[config.mk]
export PLATFORM = sky130hd
export DESIGN_NAME = fir_result_reader
export DESIGN_NICKNAME = d
export VERILOG_FILES = /design/src/rtl/fir_pkg.sv /design/src/rtl/fir_skid_fifo.sv /design/src/rtl/fir_result_reader.sv
export SDC_FILE = /design/constraint.sdc
export NUM_CORES = 1
export LEC_CHECK = 0
export CAP_MARGIN = 20
export CORE_MARGIN = 2
export CORE_UTILIZATION = 40
export CTS_BUF_LIST = sky130_fd_sc_hd__clkbuf_8
export DETAILED_ROUTE_END_ITERATION = 16
export DONT_BUFFER_PORTS = 1
export PLACE_DENSITY_LB_ADDON = 0.15
export SYNTH_ARGS = -nofsm -noshare
export SYNTH_HDL_FRONTEND = slang
export SYNTH_SLANG_ARGS = --single-unit
[constraint.sdc]
create_clock -name clk -period 3.1 [get_ports clk]
set_clock_uncertainty 0.2 [all_clocks]
set_input_delay 0.465 -clock clk [delete_from_list [all_inputs] [get_ports clk]]
set_output_delay 0.465 -clock clk [all_outputs]
set_load 0.005 [all_outputs]
[src/rtl/fir_pkg.sv]
// rtl/fir_pkg.sv - shared constants and reader state encoding for the FIR memory path
package fir_pkg;

  localparam int MEM_ADDR_W = 10;
  localparam int MEM_DATA_W = 8;
  localparam int MEM_DEPTH  = 1024;

  typedef enum logic [1:0] {
    ST_IDLE,
    ST_READ,
    ST_DRAIN,
    ST_DONE
  } rd_state_e;

endpackage

[src/rtl/fir_skid_fifo.sv]
// rtl/fir_skid_fifo.sv - 2-entry stream FIFO with head register and occupancy count
module fir_skid_fifo #(
  parameter int W = 9
) (
  input  logic         clk,
  input  logic         rst,
  input  logic         push_i,
  input  logic [W-1:0] push_data_i,
  input  logic         pop_i,
  output logic [1:0]   count_o,
  output logic [W-1:0] head_o
);

  logic [W-1:0] head_q, head_d;
  logic [W-1:0] tail_q, tail_d;
  logic [1:0]   count_q, count_d;
  logic         pop_eff, push_eff;

  // pops on empty and pushes into a full FIFO without a pop are dropped
  assign pop_eff  = pop_i && (count_q != 2'd0);
  assign push_eff = push_i && ((count_q != 2'd2) || pop_eff);

  always_comb begin
    head_d  = head_q;
    tail_d  = tail_q;
    count_d = count_q;
    case ({push_eff, pop_eff})
      2'b10: begin
        if (count_q == 2'd0) head_d = push_data_i;
        else                 tail_d = push_data_i;
        count_d = count_q + 2'd1;
      end
      2'b01: begin
        head_d  = tail_q;
        count_d = count_q - 2'd1;
      end
      2'b11: begin
        if (count_q == 2'd2) begin
          head_d = tail_q;
          tail_d = push_data_i;
        end else begin
          head_d = push_data_i;
        end
      end
      default: ;
    endcase
  end

  always_ff @(posedge clk) begin
    if (!rst) begin
      head_q  <= '0;
      tail_q  <= '0;
      count_q <= 2'd0;
    end else begin
      head_q  <= head_d;
      tail_q  <= tail_d;
      count_q <= count_d;
    end
  end

  assign count_o = count_q;
  assign head_o  = head_q;

endmodule

[src/rtl/fir_result_reader.sv]
// rtl/fir_result_reader.sv - streams FIR results out of the sample/result memory
module fir_result_reader
  import fir_pkg::*;
#(
  parameter int ADDR_W = MEM_ADDR_W,
  parameter int DATA_W = MEM_DATA_W,
  parameter int LEN_W  = 11
) (
  input  logic              clk,
  input  logic              rst,
  input  logic              start,
  input  logic [ADDR_W-1:0] base_addr,
  input  logic [LEN_W-1:0]  length,
  output logic              mem_en,
  output logic [ADDR_W-1:0] mem_addr,
  input  logic [DATA_W-1:0] mem_data,
  output logic [DATA_W-1:0] m_data,
  output logic              m_valid,
  input  logic              m_ready,
  output logic              m_last,
  output logic              busy,
  output logic              done
);

  rd_state_e         state_q, state_d;
  logic [ADDR_W-1:0] addr_q, addr_d;
  logic [LEN_W-1:0]  len_q, len_d;
  logic [LEN_W-1:0]  rd_cnt_q, rd_cnt_d;
  logic              inflight_q, inflight_last_q;

  logic [1:0]        fifo_count;
  logic [DATA_W:0]   fifo_head;
  logic [1:0]        occupancy;
  logic              pop, issue, issue_last;

  assign m_valid   = (fifo_count != 2'd0);
  assign m_data    = fifo_head[DATA_W-1:0];
  assign m_last    = m_valid && fifo_head[DATA_W];
  assign pop       = m_valid && m_ready;

  // a pop this cycle frees the slot the new read will land in two cycles later
  assign occupancy  = fifo_count + {1'b0, inflight_q};
  assign issue      = (state_q == ST_READ) && ((occupancy < 2'd2) || pop);
  assign issue_last = ((rd_cnt_q + LEN_W'(1)) == len_q);

  assign mem_en   = issue;
  assign mem_addr = addr_q;
  assign busy     = (state_q == ST_READ) || (state_q == ST_DRAIN);
  assign done     = (state_q == ST_DONE);

  // the last-beat tag travels with the data so m_last needs no beat counter
  fir_skid_fifo #(.W(DATA_W + 1)) u_fifo (
    .clk         (clk),
    .rst         (rst),
    .push_i      (inflight_q),
    .push_data_i ({inflight_last_q, mem_data}),
    .pop_i       (pop),
    .count_o     (fifo_count),
    .head_o      (fifo_head)
  );

  always_comb begin
    state_d  = state_q;
    addr_d   = addr_q;
    len_d    = len_q;
    rd_cnt_d = rd_cnt_q;
    case (state_q)
      ST_IDLE: begin
        if (start) begin
          addr_d   = base_addr;
          len_d    = length;
          rd_cnt_d = '0;
          state_d  = (length == '0) ? ST_DONE : ST_READ;
        end
      end
      ST_READ: begin
        if (issue) begin
          addr_d   = addr_q + ADDR_W'(1);
          rd_cnt_d = rd_cnt_q + LEN_W'(1);
          if (issue_last) state_d = ST_DRAIN;
        end
      end
      ST_DRAIN: begin
        if (pop && m_last) state_d = ST_DONE;
      end
      ST_DONE: state_d = ST_IDLE;
      default: state_d = ST_IDLE;
    endcase
  end

  always_ff @(posedge clk) begin
    if (!rst) begin
      state_q         <= ST_IDLE;
      addr_q          <= '0;
      len_q           <= '0;
      rd_cnt_q        <= '0;
      inflight_q      <= 1'b0;
      inflight_last_q <= 1'b0;
    end else begin
      state_q         <= state_d;
      addr_q          <= addr_d;
      len_q           <= len_d;
      rd_cnt_q        <= rd_cnt_d;
      inflight_q      <= issue;
      inflight_last_q <= issue && issue_last;
    end
  end

endmodule

==> results of run 1 <==
[report_power, final]
group          internal, mW  total [mW]  leakage, nW  switching, mW
Clock                 0.237       0.477       0.0593          0.240
Sequential            0.857        1.01        0.457          0.149
Combinational         0.351       0.870        0.863          0.520
[worst paths after layout]
check / endpoint / slack (ns) / depth (start not counted) / start
min reg2reg: len_q[6] / 0.29 / 2 / len_q[6]
max: state_q[1] / 0.59 / 8 / rd_cnt_q[0]
min: u_fifo.head_o[7] / 0.07 / 1 / rst
max reg2reg: state_q[1] / 0.59 / 8 / rd_cnt_q[0]
[placed cells by master, fill, tap and decap left out, types with 3 or more instances in the layout]
cell      count
buf_4         4
and3_1        8
nand3_1      28
nor2b_1      24
and2_1        7
o21ai_0       7
a21boi_1      5
nand4_1       3
clkbuf_8      5
xor2_1        8
o21ai_1      12
nor2_1       15
nor4_1        3
nand2_1      50
o211a_1      13
a21boi_0     11
or3_1         5
mux2i_1      12
a21oi_1      20
ha_1          7
inv_1        11
nor3_1        7
dfxtp_1      56
xnor2_1       9
[layer usage]
layer,wire length (um),track usage
met5,0,0
met4,83,0.0502
met3,418,0.0427
met2,2970,0.251
met1,3550,0.234
[cell usage after synthesis, drive strengths merged (3+ instances only)]
cell / count
a21boi: 16
a21oi: 20
and2: 7
and3: 9
buf: 14
clkbuf: 20
dfxtp: 56
ha: 7
inv: 10
mux2i: 12
nand2: 51
nand3: 28
nand4: 3
nor2: 15
nor2b: 24
nor3: 7
nor3b: 3
nor4: 3
o211a: 13
o21ai: 20
or3: 5
xnor2: 9
xor2: 8
[through the flow]
step | std cells | cell area, um2 | hold WS, ns
3_5_place_dp | 460 | 3160 | 0.283
4_1_cts | 468 | 3270 | 0.0537
2_1_floorplan | 388 | 3180 | 0.255
3_3_place_gp | 460 | 3160 | 0.273
5_1_grt | 468 | 3270 | 0.0373
6_report | 468 | 3270 | 0.0710
[logic make-up after synthesis]
logic type	Yosys count	share of synthesized area
muxes	13	0.0413
AOI/OAI and AO/OA	91	0.206
buffers and inverters	44	0.0661
and+or+nand+nor	160	0.259
adders and majority gates	7	0.0276
xor gates and xnor gates	17	0.0469
DFF	56	0.353
[state kept, by name, indices dropped and copies added, names as in the netlist]
signal / cells
mem_addr: 10
inflight_q: 1
rd_cnt_q: 11
u_fifo.count_o: 2
inflight_last_q: 1
state_q: 2
len_q: 11
u_fifo.tail_q: 9
u_fifo.head_o: 9
[critical path, stage by stage (launching register included)]
cell	delay [ns]
dfxtp_1	0.42
ha_1	0.30
and3_1	0.24
nand4_1	0.16
xnor2_1	0.20
a2111oi_4	0.33
a41o_1	0.23
and3_4	0.19
mux2i_1	0.17
[layout make-up]
class                           count  area [um2]  area share
Tap cell                          102         128      0.0390
Multi-Input combinational cell    288        1850       0.565
Sequential cell                    56        1120       0.343
Clock inverter                      3        38.8      0.0119
Clock buffer                        5        68.8      0.0210
Timing Repair Buffer                4        30.0     0.00918
Inverter                           10        37.5      0.0115
==> run_results.csv, run 1 <==
group,metric,value,unit
outcome,status,"completed",
timing,finalHoldViolations,0,
yosys,synth.avg_cell_area,8.19,um2
timing,tightest_slew,0.584,ns
layout,fin_util,0.423,
yosys,syn_area,3180,um2
setup_path,crit_path_end_kind,"flop",
die,ios,56,
placed_design,dp_hpwl,4900,um
timing,period_minus_slack,2.51,ns
placed_design,io_buffers,0,
setup_path,cp-start-kind,"flop",
die,start_util,0.411,
clock_tree,clock_latency,0.31,ns
layout,drive_above_1_share,0.0492,
yosys,synth-edff-count,0,
yosys,syn_inst,388,
routing,avgRoutedWirePerCell,15.0,um
global_routing,grt_max_degree,57,
layout,nFillCells,782,
clock_tree,cts-root-buf,"clkbuf_8",
worst_hold_path,min_path_type,"input port to flop",
setup_path,arrival,2.55,ns
timing,drv_slew,0,
timing,setup_slack,0.590,ns
global_routing,grt_pass1_vias,2419,
setup_path,cp_data_required_time,3.15,ns
yosys,yosysTopAreaCell,"dfxtp_1",
clock_tree,clk_pin_slew,0.10,ns
die,core_area,7730,um2
routing,avgViaCountPerCell,5.36,
run,drv_cap,0,
timing,finalSetupTns,0,ns
timing,maxSlewHeadroom,0.610,
global_routing,grt_first_pass_wirelength,11700,um
pwr,ir_drop,0.310,mV
global_routing,grt-ovfl-total,0,
clock_tree,cts_setup_buffers,0,
routing,first_pass_iters,6,
die,die_y,93.1,um
clock_tree,cts_hold_buffers,0,
die,die_w,93.1,um
yosys,synth_ff_type,"dfxtp_1",
yosys,yosys_warnings,0,
routing,drc,0,
routing,drtAntennaViolNets,0,
clock_tree,max-clock-path-buffers,2,
placed_design,pre_cts_ws,0.604,ns
clock_tree,cts.sinks,56,
setup_path,critPathKind,"flop to flop",
yosys,synth_area_leaders,"dfxtp_1 35%, nand2_1 5.9%, nor2b_1 4.7%",
clock_tree,numCtsBuffers,5,
die,rows,32,
routing,drt_iter0_markers,98,
die,die_area,8670,um2
pwr,power_density,720,nW/um2
clock_tree,htreeDepth,2,
global_routing,grt_use_total,0.167,
pwr,power,2.35,mW
timing,clock.fmax,0.398,GHz
timing,finalSetupViolations,0,
clock_tree,ctsResizeCount,0,
timing,rsz0062_at_grt,"false",
layout,syn_to_final_growth,2.91,%
yosys,synth-seq-cells,56,
setup_path,critPathMaxFanout,7,
placed_design,gp_congestion,0.755,
global_routing,antenna_found_initial,0,
yosys,synth_top_area_frac,0.353,
layout,final_net_count,405,
clock_tree,cts_tree,"yes",
yosys,syn-num-nets,428,
pwr,leakagePower,1.38,nW
layout,n_antenna_cell,0,
routing,routed_wirelength,7030,um
yosys,synth_cell_types,54,
yosys,async_flop_share,0,
timing,period_share,0.810,
yosys,ys_seq_area_frac,0.353,
routing,routed-via-count,2509,
Power figures use the tool's default switching activity.
==> inputs of run 2 (changes only) <==
- clock period: 3.1 -> 2.5 ns (I/O delays scaled with it)
==> run 2 against run 1 <==
  * Global-route usage grew 1.3 points
  * Combinational power grew 31%
  * Critical path type unchanged
  * Register-to-register slack lost 0.46 ns
  * Sequential cell count is the same
  * Hold slack lost 0.062 ns
==> run_results.csv, run 2 (same netlist as run 1, synthesis figures left out) <==
group,metric,value,unit
placed_design,io_buffers,0,
die,die_w,93.1,um
layout,final_cell_mix,"54 x dfxtp_1, 50 x nand2_1, 28 x nand3_1, 24 x nor2b_1, 20 x a21oi_1",
setup_path,critPathMaxFanout,6,
layout,seq_area,1120,um2
clock_tree,numCtsBuffers,5,
clock_tree,clock_latency,0.31,ns
routing,avgViaCountPerCell,5.39,
setup_path,cp_data_required_time,2.55,ns
global_routing,grt_pass1_vias,2520,
routing,drc,0,
clock_tree,cts_tree,"yes",
pwr,p_int,1.84,mW
layout,fin_util,0.444,
timing,finalSetupViolations,0,
pwr,power,3.01,mW
layout,multi_input_area,1850,um2
global_routing,antenna_found_initial,0,
die,die_y,93.1,um
layout,layout_commonest_cell,"dfxtp_1",
timing,maxSlewHeadroom,0.609,
pwr,combPwrFrac,0.380,
routing,drt_iter0_markers,143,
routing,avgRoutedWirePerCell,15.6,um
setup_path,crit_path_end_kind,"flop",
global_routing,grt-ovfl-total,0,
clock_tree,cts-root-buf,"clkbuf_8",
global_routing,grt_first_pass_wirelength,12500,um
routing,routed-via-count,2610,
clock_tree,max-clock-path-buffers,2,
routing,first_pass_iters,4,
pwr,clkPwrFrac,0.204,
pwr,pwr-share-seq,0.416,
pwr,p_sw,1.17,mW
timing,drv_slew,0,
setup_path,cp-start-kind,"flop",
run,drv_cap,0,
layout,n_antenna_cell,0,
timing,finalSetupTns,0,ns
placed_design,gp_congestion,0.746,
worst_hold_path,min_path_type,"input port to flop",
die,rows,32,
global_routing,grt_use_total,0.180,
timing,tightest_slew,0.587,ns
clock_tree,cts.sinks,56,
pwr,leakagePower,1.46,nW
routing,drtAntennaViolNets,0,
setup_path,arrival,2.42,ns
layout,nFillCells,783,
die,ios,56,
placed_design,dp_hpwl,5030,um
timing,period_share,0.950,
layout,drive_above_1_share,0.0785,
timing,period_minus_slack,2.37,ns
timing,clock.fmax,0.421,GHz
timing,rsz0062_at_grt,"false",
clock_tree,cts_setup_buffers,0,
layout,final_net_count,421,
pwr,power_density,877,nW/um2
global_routing,grt_max_degree,43,
die,core_area,7730,um2
setup_path,critPathKind,"flop to flop",
clock_tree,htreeDepth,2,
routing,routed_wirelength,7540,um
timing,finalHoldViolations,0,
layout,syn_to_final_growth,7.91,%
die,start_util,0.411,
pwr,ir_drop,0.359,mV
outcome,status,"completed",
pwr,swShare,0.388,
die,die_area,8670,um2
clock_tree,clk_pin_slew,0.11,ns
## run 2: changes by cell type in the layout (fill, tap and decap cells not counted)
cell	previous run	this run
nor2_1	15	14
dfxtp_1	56	54
buf_4	4	12
dlygate4sd3_1	0	7
buf_12	0	1
clkinv_2	1	0
nor2_2	0	1
dfxtp_2	0	2
inv_6	0	1
## run 2: layer usage
layer	track usage	wire [um]
met1	0.250	3690
met2	0.287	3370
met3	0.0411	401
met4	0.0380	82
met5	0	0
## run 2: final cells by class
| cell class | count | area share |
|---|---|---|
| clock inverter | 3 | 0.0124 |
| clock buffer | 5 | 0.0201 |
| sequential | 56 | 0.328 |
| tap | 102 | 0.0372 |
| multi-input combinational | 288 | 0.539 |
| inverter | 10 | 0.0109 |
| timing repair buffer | 20 | 0.0525 |
## run 2: final timing paths
kind	cells past startpoint	endpoint	from	slack (ns)
worst min register to register	2	len_q[5]	len_q[5]	0.29
worst min-delay path	2	len_q[2]	length[2]	0.009
worst max register to register	7	state_q[1]	rd_cnt_q[6]	0.13
worst max-delay path	7	state_q[1]	rd_cnt_q[6]	0.13
## run 2: what timing repair did
action,in CTS,in global routing
endpoints found under the hold margin,44,4
hold buffers,7,1
setup endpoints to repair,0,2
resized for setup,0,3
## run 2: worst max-delay path, cell delays in order (launching register included)
cell       delay, ns
dfxtp_1         0.45
and4_4          0.28
nand2_4         0.07
a311o_1         0.36
a2111oi_4       0.36
a41o_1          0.24
and3_4          0.20
mux2i_1         0.17
## run 2: power by group through the flow
| stage | logic [mW] | registers [mW] | clock network, mW |
|---|---|---|---|
| floorplan | 0.951 | 1.20 | 0 |
| global placement | 1.12 | 1.27 | 0 |
| detailed placement | 1.12 | 1.27 | 0 |
| CTS | 1.15 | 1.25 | 0.634 |
| global route | 1.29 | 1.28 | 0.668 |
| finish | 1.14 | 1.25 | 0.613 |
## run 2: through the flow
step	std cells	hold slack, ns	instance area [um2]	worst slack, ns
final	484	0.00921	3430	0.126
after detailed placement	468	0.277	3220	0.0972
after global routing	484	0.00879	3430	0.0242
after floorplan	388	0.255	3180	0.209
after CTS	483	0.00168	3410	0.0895
after global placement	468	0.269	3220	0.173
